### config.mk
export PLATFORM = sky130hd
export DESIGN_NAME = add_accum
export DESIGN_NICKNAME = d
export VERILOG_FILES = /design/src/rtl/add_accum.sv
export SDC_FILE = /design/constraint.sdc
export NUM_CORES = 1
export LEC_CHECK = 0
export ABC_AREA = 1
export CAP_MARGIN = 10
export CORE_MARGIN = 5
export CORE_UTILIZATION = 43
export DETAILED_ROUTE_END_ITERATION = 6
export GPL_TIMING_DRIVEN = 0
export PLACE_DENSITY_LB_ADDON = 0.1
export SLEW_MARGIN = 10
export SYNTH_ARGS = -nofsm -noshare
export SYNTH_HDL_FRONTEND = slang
export SYNTH_SLANG_ARGS = --single-unit
### constraint.sdc
create_clock -name clk -period 1.4 [get_ports clk]
set_input_delay 0.28 -clock clk [delete_from_list [all_inputs] [get_ports clk]]
set_output_delay 0.28 -clock clk [all_outputs]
set_load 0.005 [all_outputs]
### src/rtl/add_accum.sv
// Accumulation stage around the 4-bit adder: sums COUNT operands per batch
// and reports the sum mod 16 plus the number of carry-outs.
module add_accum #(
    parameter int COUNT = 4,
    parameter int CW    = 8
) (
    input  logic          clk,
    input  logic          rst_n,
    input  logic          clr,
    input  logic          in_valid,
    output logic          in_ready,
    input  logic [3:0]    in_data,
    output logic [3:0]    add_num1,
    output logic [3:0]    add_num2,
    input  logic [3:0]    add_out,
    input  logic          add_cout,
    output logic          res_valid,
    input  logic          res_ready,
    output logic [3:0]    res_sum,
    output logic [CW-1:0] res_carries
);

    localparam logic [1:0] IDLE  = 2'd0;
    localparam logic [1:0] ACCUM = 2'd1;
    localparam logic [1:0] DONE  = 2'd2;

    localparam logic [7:0] CNT_LAST = 8'(COUNT);

    logic [1:0]    state;
    logic [3:0]    acc;
    logic [CW-1:0] carries;
    logic [7:0]    cnt;

    logic          st_done;
    logic          accept;
    logic          last;
    logic          sat;
    logic [CW-1:0] car_nxt;
    logic [7:0]    cnt_nxt;

    assign st_done   = (state == DONE);
    assign in_ready  = !st_done;
    assign accept    = in_valid && in_ready;
    assign cnt_nxt   = cnt + 8'd1;
    assign last      = (cnt_nxt == CNT_LAST);
    assign sat       = &carries;

    // Saturate rather than wrap so an overflowing batch never under-reports.
    assign car_nxt   = (add_cout && !sat) ? carries + CW'(1) : carries;

    assign add_num1    = acc;
    assign add_num2    = in_data;
    assign res_valid   = st_done;
    assign res_sum     = acc;
    assign res_carries = carries;

    always_ff @(posedge clk or negedge rst_n) begin
        if (!rst_n) begin
            state   <= IDLE;
            acc     <= '0;
            carries <= '0;
            cnt     <= '0;
        end else if (clr) begin
            state   <= IDLE;
            acc     <= '0;
            carries <= '0;
            cnt     <= '0;
        end else begin
            case (state)
                IDLE, ACCUM: begin
                    if (accept) begin
                        acc     <= add_out;
                        carries <= car_nxt;
                        cnt     <= cnt_nxt;
                        state   <= last ? DONE : ACCUM;
                    end
                end
                DONE: begin
                    if (res_ready) begin
                        state   <= IDLE;
                        acc     <= '0;
                        carries <= '0;
                        cnt     <= '0;
                    end
                end
                default: begin
                    state   <= IDLE;
                    acc     <= '0;
                    carries <= '0;
                    cnt     <= '0;
                end
            endcase
        end
    end

endmodule

Yosys cells after proc, flatten, opt, wreduce, memory -nomap -nowiden:

Cells that the tools add are included.

* register bits after elaboration: 22
* latch bits: 0
* bits in writable memories: 0
* ROM bits: 0
* input bits: 14
* output and inout port bits: 22
* word-level logic and storage cells: 38
* memories: 0

* $add $sub $neg: 2
* multipliers: 0
* divide/modulo/power cells: 0
* order comparisons: 0
* equal/unequal tests: 6
* shifts and indexed selects: 0
* multiplexer cells: 17
* bitwise operators: 0
* reductions and logical operators: 9

Operators with widths (number)
* 8-bit 2-to-1 mux: 6
* 8-bit one-hot mux with 2 select lines: 2
* 8-bit by 1-bit adder with 8-bit output (second input constant): 2
* 4-bit 2-to-1 mux: 3
* 3-bit inequality test (second input constant): 3
* 8-bit by 3-bit == test with 1-bit output (second input constant): 1
* 2-bit 2-to-1 mux: 4
* 4-bit one-hot mux with 2 select lines: 1
* 8-bit AND reduction: 1
* 2-bit one-hot mux with 2 select lines: 1
* 3-bit AND reduction: 1
* 2-bit by 1-bit == test with 1-bit output (second input constant): 1
* 2-bit == test (second input constant): 1
* 1-bit logical AND: 2
* 1-bit logical NOT: 2
* 2-bit logical NOT: 1
* 2-bit AND reduction: 1
* 2-bit OR reduction: 1

Logic depth before layout (Yosys ltp):

Gate-level depths: netlist of run 1.

* depth in word-level cells: 7
* mapped depth: 10
* depth with buffers taken out: 9

Least setup slack after synthesis of run 1:

No wires, ideal clock.

* path type: register to register
* start: register carries[0] (netlist: res_carries[0])
* end: register carries[5] (netlist: res_carries[5])
* setup time: 0.118 ns
* arrival: 1.240 ns
* required time: 1.282 ns
* path slack: 0.042 ns
* stages on the path, launching flop included: 11
* buffers on the path: 1
* period minus slack after synthesis: 1.358 ns
* path through: dfrtp_1 -> ha_1 -> nand2_1 -> nor2_2 -> nand2_1 -> nand2_2 -> nand2_2 -> nand2_4 -> buf_8 -> nand2_1 -> o21ai_2

* cells in the longest elaborated chain, start to end: 5
* elaborated cells on any way between the ends: 10
* those cells by class: 1 x add/sub; 1 x eq/ne; 4 x mux; 4 x reduce/logical

Ends and longest elaborated chain
* start, declared: line 31 `logic [CW-1:0] carries;`
* start signal, assigned: line 73 `carries <= car_nxt;`
* 8-bit by 1-bit adder with 8-bit output or 8-bit AND reduction (tied branches): line 49, 46
* 8-bit 2-to-1 mux or 1-bit logical NOT (tied branches): line 49 `assign car_nxt = (add_cout && !sat) ? carries + CW'(1) : carries;`
* 8-bit 2-to-1 mux or 1-bit logical AND (tied branches): line 71, 49
* 8-bit one-hot mux with 2 select lines or 3-bit inequality test (tied branches)
* 8-bit 2-to-1 mux or 3-bit AND reduction (tied branches)

Parallel ways exist; a longest one is shown, timed or not. The select of a mux whose other input is x is not followed.
A chain may end at the register's enable or synchronous reset.

Worst setup path after layout of run 1:

* start: register carries[0] (netlist: res_carries[0])
* end: register carries[0] (netlist: res_carries[0])

Same word-level chain as after synthesis.

==> results.yml, run 1 <==
outcome:
  outcome: "finished, violations left"
  violations: "setup timing"
final_layout:
  layout.nets: 237
  antenna_cells: 0
  drive_gt1_share_pct: 38.81
  final_util_pct: 65.50
  area_delta_synth_final_pct: 48.41
  nFillCells: 270
global_route:
  overflow: 0
  antenna_found_initial: 0
  grt.met2_usage_pct: 28.79
  grt_pass1_vias: 1331
  use_met3_pct: 3.932
  grtUsageMet1_pct: 18.04
  track_usage_pct: 15.91
  grt_max_degree: 23
  grt_first_pass_wirelength_um: 5437
  grt-busiest-layer: "met2"
yosys:
  ys_ff_latch: 22
  syn_area_um2: 1336
  avgSynthCellArea_um2: 8.099
  syn_nets: 182
  syn_inst: 165
  synth-seq-area-share_pct: 41.20
  ys_types: 27
  yosysWarnings: 0
sta:
  fin_tns_setup_ns: -0.06948
  tightest_slew_ns: 1.041
  setup_viol: 7
  period_needed_ns: 1.417
  slew_viol_final: 0
  period_share_pct: 101.2
  fin_skew_ns: 0.008061
  hold_viol_final: 0
  fmax_ghz: 0.7057
  maxSlewHeadroom_pct: 30.49
  rsz0062_at_grt: "true"
  worst_slack_ns: -0.01712
worst_setup_path:
  crit_family: "simple AND/OR/NAND/NOR gates"
  worstPathCellList: "ha_2 > nand2_2 > nor2_4 > nand2_1 > nand2_2 > nand2_2 > nand2_4 > clkbuf_16 > nand2_1 > nand2_1"
  crit_type: "reg -> reg"
  crit_fanout: 5
  worst_ep_arrival_time_ns: 1.62
  critPathBufInv: 1
  critPathLaunchType: "flop"
  worst_path_largest_cell_delay_ns: 0.43
  cp-end-kind: "flop"
  crit_required_ns: 1.61
  critPathSlowestCell: "dfrtp_1"
  rr_startpoint: "res_carries[0]$_DFFE_PN0P_"
  startpoint: "res_carries[0]$_DFFE_PN0P_"
drt:
  routed_wl_um: 3191
  drt-vias-per-instance: 4.806
  ant_nets: 0
  vias: 1264
  drt_iter0_drc: 62
  dr.pass1.iters: 4
  routedWlPerCell_um: 12.13
  drc: 0
clock_tree:
  cts_root_buf: "clkbuf_4"
  cts_max_path_buffers: 2
  cts_buffers: 3
  clk_pin_slew_worst_paths_ns: 0.13
  cts_tree: "built"
  cts.sinks: 22
  h-tree-depth: 1
  insertion_delay_ns: 0.31
hold_path:
  min_path_type: "in -> async"
floorplanning:
  rows: 20
  initial_core_util_pct: 44.13
  fp.dieH_um: 65.75
  io_pins: 36
  coreArea_um2: 3028
  dieArea_um2: 4322
  die_x_um: 65.75
place:
  place_congestion: 0.7909
  hpwl_um: 2142
  port_buffers: 31
pwr:
  power_density_nw_per_um2: 693.3
  leakage_nw: 0.9761
  vdd_drop_max_mv: 0.3623
flow_run:
  max_cap_viol_count: 0
-- worst paths after layout --
| kind | to | slack, ns | cells past startpoint |
|---|---|---|---|
| max reg2reg | res_carries[0]$_DFFE_PN0P_ | -0.02 | 10 |
| max in group asynchronous | res_carries[4]$_DFFE_PN0P_ | 0.56 | 1 |
| min | cnt[0]$_DFFE_PN0P_ | 0.14 | 1 |
| min reg2reg | add_num1[2]$_DFFE_PN0P_ | 0.54 | 1 |
| max | res_carries[0]$_DFFE_PN0P_ | -0.02 | 10 |
| min in group clk | add_num1[2]$_DFFE_PN0P_ | 0.54 | 1 |
-- power breakdown --
group / internal, mW / leakage [nW] / switching (mW)
Sequential: 0.665 / 0.294 / 0.0326
Combinational: 0.182 / 0.661 / 0.143
Clock: 0.159 / 0.0210 / 0.194
-- registers in the layout (all words and copies together) (netlist names) --
signal       cells
add_num1         4
cnt              8
res_carries      8
state            2
-- timing repair --
action,in CTS,in global routing
endpoints found under the setup margin,28,27
resized for setup,38,32
gates cloned,0,1
pin swaps,3,12
hold buffers,0,0
setup buffers,18,3
-- placed cells by master (no fill, tap or decap), types with 7 or more instances in the layout --
cell,instances
dlygate4sd2_1,11
nand2_1,39
clkdlybuf4s50_1,12
nand3_1,9
inv_1,13
nor2_4,8
nand2_2,12
buf_4,28
dfrtp_1,20
nor2_1,7
-- cell usage after synthesis --
cell	number	area, um2
nor2_1	12	45.04
inv_2	3	11.26
buf_4	8	60.06
o21ai_2	2	17.52
nand2_8	1	20.02
or2_2	1	6.260
inv_1	15	56.30
o21ai_0	8	40.04
ha_1	3	37.54
nor2_2	2	12.51
dfrtp_1	22	550.5
o22ai_1	1	6.260
nand2_2	2	12.51
nor2_4	3	33.78
nand2_4	3	33.78
nand3_1	13	65.06
a22o_1	6	52.55
buf_8	1	15.01
nor3_2	1	10.01
buf_6	1	11.26
o21bai_1	1	7.510
nand2_1	49	183.9
nand3b_1	2	15.01
xor2_1	1	8.760
inv_4	1	6.260
nand4_1	2	12.51
a21oi_1	1	5.000
-- per-layer routing --
layer	part of all wire [%]	wire, um	vias to the layer above
li1	-	-	631
met1	40	1281	603
met2	54	1739	26
met3	4.0	127	4
met4	1.3	42	0
met5	0	0	-
-- kinds of logic after synthesis --
kind of cell | Yosys count | synth area share (%)
AND/OR/NAND/NOR | 91 | 33.71
AO/OA/AOI/OAI | 19 | 9.645
buffers and inverters | 29 | 11.98
adder cells (fa/ha/maj) | 3 | 2.809
flip-flops | 22 | 41.20
XOR/XNOR | 1 | 0.6556
-- metrics by stage --
step / cell area, um2 / hold WS (ns) / worst slack (ns) / power, mW / cells
final: 1983 / 0.1388 / -0.01712 / 1.375 / 263
after CTS: 1864 / 0.5546 / -0.01228 / 1.351 / 262
after floorplan: 1336 / -0.01559 / 0.04240 / 0.8341 / 165
after detailed placement: 1702 / 0.5151 / -0.3470 / 0.9617 / 240
after global placement: 1702 / 0.4918 / -0.3433 / 0.9561 / 240
after global routing: 1983 / 0.1882 / -0.1220 / 1.464 / 263
-- worst register-to-register path: cells and delay by family (launching register included) --
| family | cells | cell delay, ns |
|---|---|---|
| buffers and inverters | 1 | 0.16 |
| DFF | 1 | 0.43 |
| and+or+nand+nor | 8 | 0.53 |
| adders and majority gates | 1 | 0.21 |
-- layout make-up --
type	instances	area [um2]	share of cell area (%)
Timing Repair Buffer	50	440.4	22.21
Clock buffer	4	36.28	1.830
Multi-Input combinational cell	114	738.2	37.22
Sequential cell	22	553.0	27.89
Inverter	19	73.82	3.722
Tap cell	44	55.05	2.776
Buffer	10	86.33	4.353
No activity file was read; power rests on OpenSTA's default activity.
==> run 2, diff against run 1 <==
Settings changed: TNS_END_PERCENT set to 50.
==> run 2 against run 1 <==
The run still ends with setup timing left. Hold slack improved by 0.00075 ns. Utilization is 1.1 points lower. Sequential share of layout area grew 0.47 points. Worst setup slack worse by 0.033 ns. Maximum frequency decreased by 2.3%. Power is 0.90% lower. Sequential power barely moved. Global-route usage fell by 0.29 points. Die area is the same. Sequential cell count unchanged.
==> results.yml, run 2 (synthesis gave the netlist of run 1 again) <==
outcome:
  outcome: "finished, violations left"
  violations: "setup timing"
final_layout:
  final_common_cell: "nand2_1"
  nFillCells: 278
  drive_gt1_share_pct: 36.28
  final_util_pct: 64.42
  layout.nets: 233
  final_cell_mix: "nand2_1 (39), buf_4 (23), dfrtp_1 (20)"
  multi_input_area_um2: 728.2
  regArea_um2: 553.0
  antenna_cells: 0
  area_delta_synth_final_pct: 45.97
pwr:
  vdd_drop_max_mv: 0.3704
  power.internal_mw: 0.9982
  power_frac_seq_pct: 51.2
  clockPowerShare_pct: 25.8
  pwr-share-comb_pct: 23.0
  netSwitchingFraction_pct: 26.74
  power_density_nw_per_um2: 698.5
  leakage_nw: 0.9544
  power_switching_mw: 0.3644
sta:
  setup_viol: 8
  rsz0062_at_grt: "true"
  maxSlewHeadroom_pct: 30.63
  slew_viol_final: 0
  fin_tns_setup_ns: -0.2816
  period_needed_ns: 1.450
  tightest_slew_ns: 1.039
  hold_viol_final: 0
  fmax_ghz: 0.6896
  fin_skew_ns: 0.004267
  period_share_pct: 103.6
  worst_slack_ns: -0.05002
place:
  place_congestion: 0.7909
  port_buffers: 31
  hpwl_um: 2142
drt:
  dr.pass1.iters: 4
  routed_wl_um: 3059
  routedWlPerCell_um: 11.81
  drt_iter0_drc: 47
  drt-vias-per-instance: 4.676
  ant_nets: 0
  drc: 0
  vias: 1211
worst_setup_path:
  crit_fanout: 5
  crit_type: "reg -> reg"
  cp-end-kind: "flop"
  critPathLaunchType: "flop"
  worst_ep_arrival_time_ns: 1.70
  crit_required_ns: 1.65
clock_tree:
  postCtsHoldBufs: 0
  cts_root_buf: "clkbuf_4"
  cts.sinks: 22
  insertion_delay_ns: 0.30
  cts_max_path_buffers: 2
  h-tree-depth: 1
  cts_tree: "built"
  clk_pin_slew_worst_paths_ns: 0.13
  cts_buffers: 3
floorplanning:
  rows: 20
  die_x_um: 65.75
  fp.dieH_um: 65.75
  initial_core_util_pct: 44.13
  coreArea_um2: 3028
  io_pins: 36
  dieArea_um2: 4322
hold_path:
  min_path_type: "in -> async"
global_route:
  grt_pass1_vias: 1289
  track_usage_pct: 15.62
  overflow: 0
  antenna_found_initial: 0
  grt_first_pass_wirelength_um: 5326
  grt_max_degree: 23
flow_run:
  max_cap_viol_count: 0
-- run 2: path summary, 6_finish.rpt --
kind | start | endpoint | slack, ns | cells past startpoint
max | res_carries[0]$_DFFE_PN0P_ | res_carries[0]$_DFFE_PN0P_ | -0.05 | 10
min | rst_n | res_carries[5]$_DFFE_PN0P_ | 0.14 | 1
max reg2reg | res_carries[0]$_DFFE_PN0P_ | res_carries[0]$_DFFE_PN0P_ | -0.05 | 10
min reg2reg | res_carries[3]$_DFFE_PN0P_ | res_carries[3]$_DFFE_PN0P_ | 0.53 | 2
max in group asynchronous | rst_n | res_carries[4]$_DFFE_PN0P_ | 0.57 | 1
min in group clk | res_carries[3]$_DFFE_PN0P_ | res_carries[3]$_DFFE_PN0P_ | 0.53 | 2
-- run 2: worst max-delay path, stage by stage, from the launching register on --
cell and delay (ns):
dfrtp_1 0.42, ha_2 0.21, nand2_2 0.07, nor2_4 0.13, nand2_1 0.07, nand2_2 0.10
nand2_2 0.07, nand2_4 0.09, clkbuf_16 0.15, nand2_1 0.05, nand2_1 0.05
-- run 2: cell type report --
| cell class | count | share of cell area (%) |
|---|---|---|
| multi-input cells | 114 | 37.33 |
| plain buffers | 10 | 4.426 |
| inverters | 19 | 3.784 |
| clock buffers | 4 | 1.860 |
| well taps | 44 | 2.822 |
| flip-flops and latches | 22 | 28.35 |
| repair buffers | 46 | 21.42 |
-- run 2: metal layers --
metal  wire length [um]  share of wire [%]  vias up  track usage, %
li1                   -                  -      623               -
met2               1650                 54       22           28.16
met3                109                3.6        2           3.419
met1               1285                 42      564           18.36
met5                  0                  0        -               0
met4                 14               0.46        0           4.404
-- run 2: timing repair --
item / CTS / global route
endpoints found under the setup margin: 28 / 23
resized for setup: 30 / 35
setup buffers: 10 / 4
pin swaps: 2 / 15
cloned: 0 / 1
-- run 2: power groups by stage --
stage	registers (mW)	logic [mW]	clock network, mW
2_1_floorplan	0.706	0.129	0
3_3_place_gp	0.708	0.248	0
3_5_place_dp	0.710	0.251	0
4_1_cts	0.691	0.268	0.368
5_1_grt	0.703	0.343	0.406
6_report	0.698	0.313	0.352
-- run 2: through the flow --
stage	hold slack [ns]	instance area [um2]	setup WS (ns)	total power, mW	cells
after global placement	0.4918	1702	-0.3433	0.9561	240
final	0.1395	1951	-0.05002	1.363	259
after detailed placement	0.5151	1702	-0.3470	0.9617	240
after floorplan	-0.01559	1336	0.04240	0.8341	165
after CTS	0.5432	1800	-0.05792	1.327	254
after global routing	0.1882	1951	-0.1359	1.452	259
==> run 3, diff against run 2 <==
Settings changed: CAP_MARGIN 10 to 20.
==> run 3 against run 2 <==
The flow still finishes with violations (setup timing). Count of clock-buffer cells in the layout is the same. Sequential cell count is the same. Clock skew decreased by 0.0011 ns. Utilization rose by 0.41 points. Die area unchanged. Global-route usage is the same. Largest cell class unchanged.
==> results.yml, run 3 (synthesis gave the netlist of run 1 again) <==
outcome:
  outcome: "finished, violations left"
  violations: "setup timing"
worst_setup_path:
  worst_ep_arrival_time_ns: 1.71
  worstReg2RegEnd: "res_carries[0]$_DFFE_PN0P_"
  crit_type: "reg -> reg"
  rrSetupSlack_ns: -0.05
  cp-end-kind: "flop"
  rr_startpoint: "res_carries[0]$_DFFE_PN0P_"
  crit_fanout: 5
  ff2ff_path_depth: 10
  startpoint: "res_carries[0]$_DFFE_PN0P_"
  critPathLaunchType: "flop"
  crit_required_ns: 1.66
floorplanning:
  dieArea_um2: 4322
  rows: 20
  io_pins: 36
  coreArea_um2: 3028
  initial_core_util_pct: 44.13
  fp.dieH_um: 65.75
  die_x_um: 65.75
place:
  port_buffers: 31
  hpwl_um: 2142
  place_congestion: 0.7909
  dp_worst_setup_slack_ns: -0.3470
  dp.cells: 240
drt:
  routedWlPerCell_um: 11.91
  drt_iter0_drc: 61
  ant_nets: 0
  drt-vias-per-instance: 4.765
  vias: 1239
  routed_wl_um: 3097
  drc: 0
  dr.pass1.iters: 5
sta:
  tightest_slew_ns: 0.5349
  hold_viol_final: 0
  period_needed_ns: 1.450
  worst_slack_ns: -0.05015
  period_share_pct: 103.6
  slew_viol_final: 0
  fmax_ghz: 0.6896
  rsz0062_at_grt: "true"
  fin_skew_ns: 0.003194
  fin_tns_setup_ns: -0.2976
  maxSlewHeadroom_pct: 64.23
  setup_viol: 8
clock_tree:
  cts_max_path_buffers: 2
  cts_buffers: 3
  clk_pin_slew_worst_paths_ns: 0.12
  cts_tree: "built"
  postCtsHoldBufs: 0
  cts_root_buf: "clkbuf_4"
  cts.sinks: 22
  h-tree-depth: 1
  insertion_delay_ns: 0.31
final_layout:
  area_delta_synth_final_pct: 46.91
  multi_input_area_um2: 728.2
  regArea_um2: 553.0
  layout.nets: 234
  final_util_pct: 64.83
  drive_gt1_share_pct: 36.57
  final_cell_mix: "nand2_1 (39), buf_4 (23), dfrtp_1 (20)"
  nFillCells: 276
  antenna_cells: 0
  final_common_cell: "nand2_1"
  instances_no_fill: 260
pwr:
  power.internal_mw: 1.003
  clockPowerShare_pct: 25.8
  p_total_mw: 1.370
  vdd_drop_max_mv: 0.3710
  power_density_nw_per_um2: 697.8
  power_switching_mw: 0.3674
  leakage_nw: 0.9527
  power_frac_seq_pct: 50.9
  pwr-share-comb_pct: 23.2
  netSwitchingFraction_pct: 26.82
flow_run:
  max_cap_viol_count: 0
global_route:
  overflow: 0
  antenna_found_initial: 0
  grt_pass1_vias: 1289
  grt_first_pass_wirelength_um: 5326
  track_usage_pct: 15.62
  grt_max_degree: 23
hold_path:
  min_path_type: "in -> async"
run 3: cell count changes in the layout (fill, tap and decap cells not counted), sizes merged:
cell	previous run	this run
dlymetal6s2s	1	0
buf	27	28
clkdlybuf4s50	12	13
run 3: per-layer routing:
layer  up-vias  track usage [%]  part of all wire, %
met5         -                0                    0
met4         0            4.404                 0.97
met3         4            3.419                  4.0
met2        29            28.16                   54
met1       581            18.36                   41
li1        625                -                    -
run 3: worst max-delay path by stage:
stage | to | slack, ns | depth (start not counted)
CTS | res_carries[3]$_DFFE_PN0P_ | -0.06 | 10
floorplan | res_carries[5]$_DFFE_PN0P_ | 0.04 | 10
global route | res_carries[0]$_DFFE_PN0P_ | -0.14 | 10
finish | res_carries[0]$_DFFE_PN0P_ | -0.05 | 10
detailed placement | res_carries[7]$_DFFE_PN0P_ | -0.35 | 8
global placement | res_carries[7]$_DFFE_PN0P_ | -0.34 | 8
run 3: timing repair:
item                                    in CTS  in global routing
endpoints found under the setup margin      28                 22
resized for setup                           30                 34
pin swaps                                    2                 15
buffers inserted                            10                  4
hold endpoints to repair                     0                  0
cloned                                       0                  1
run 3: critical path, cell delays in order (launching register included):
cell       delay [ns]
dfrtp_1          0.42
ha_2             0.21
nand2_2          0.07
nor2_4           0.13
nand2_1          0.07
nand2_2          0.10
nand2_2          0.07
nand2_4          0.09
clkbuf_16        0.15
nand2_1          0.05
nand2_1          0.05
run 3: metrics by stage:
stage                     cell area, um2  hold slack [ns]
after floorplan                     1336         -0.01559
after global placement              1702           0.4918
after detailed placement            1702           0.5151
after CTS                           1800           0.5432
after global routing                1963           0.2958
final                               1963           0.3080
run 3: layout make-up:
class	instances	area share, %
inverters	19	3.760
flip-flops and latches	22	28.17
plain buffers	10	4.398
multi-input cells	114	37.09
well taps	44	2.804
repair buffers	47	21.92
clock buffers	4	1.848
run 3: power groups by stage:
stage / Sequential [mW] / Combinational [mW] / Clock, mW
CTS: 0.691 / 0.268 / 0.368
detailed placement: 0.710 / 0.251 / 0
global route: 0.703 / 0.348 / 0.406
floorplan: 0.706 / 0.129 / 0
global placement: 0.708 / 0.248 / 0
finish: 0.698 / 0.318 / 0.354
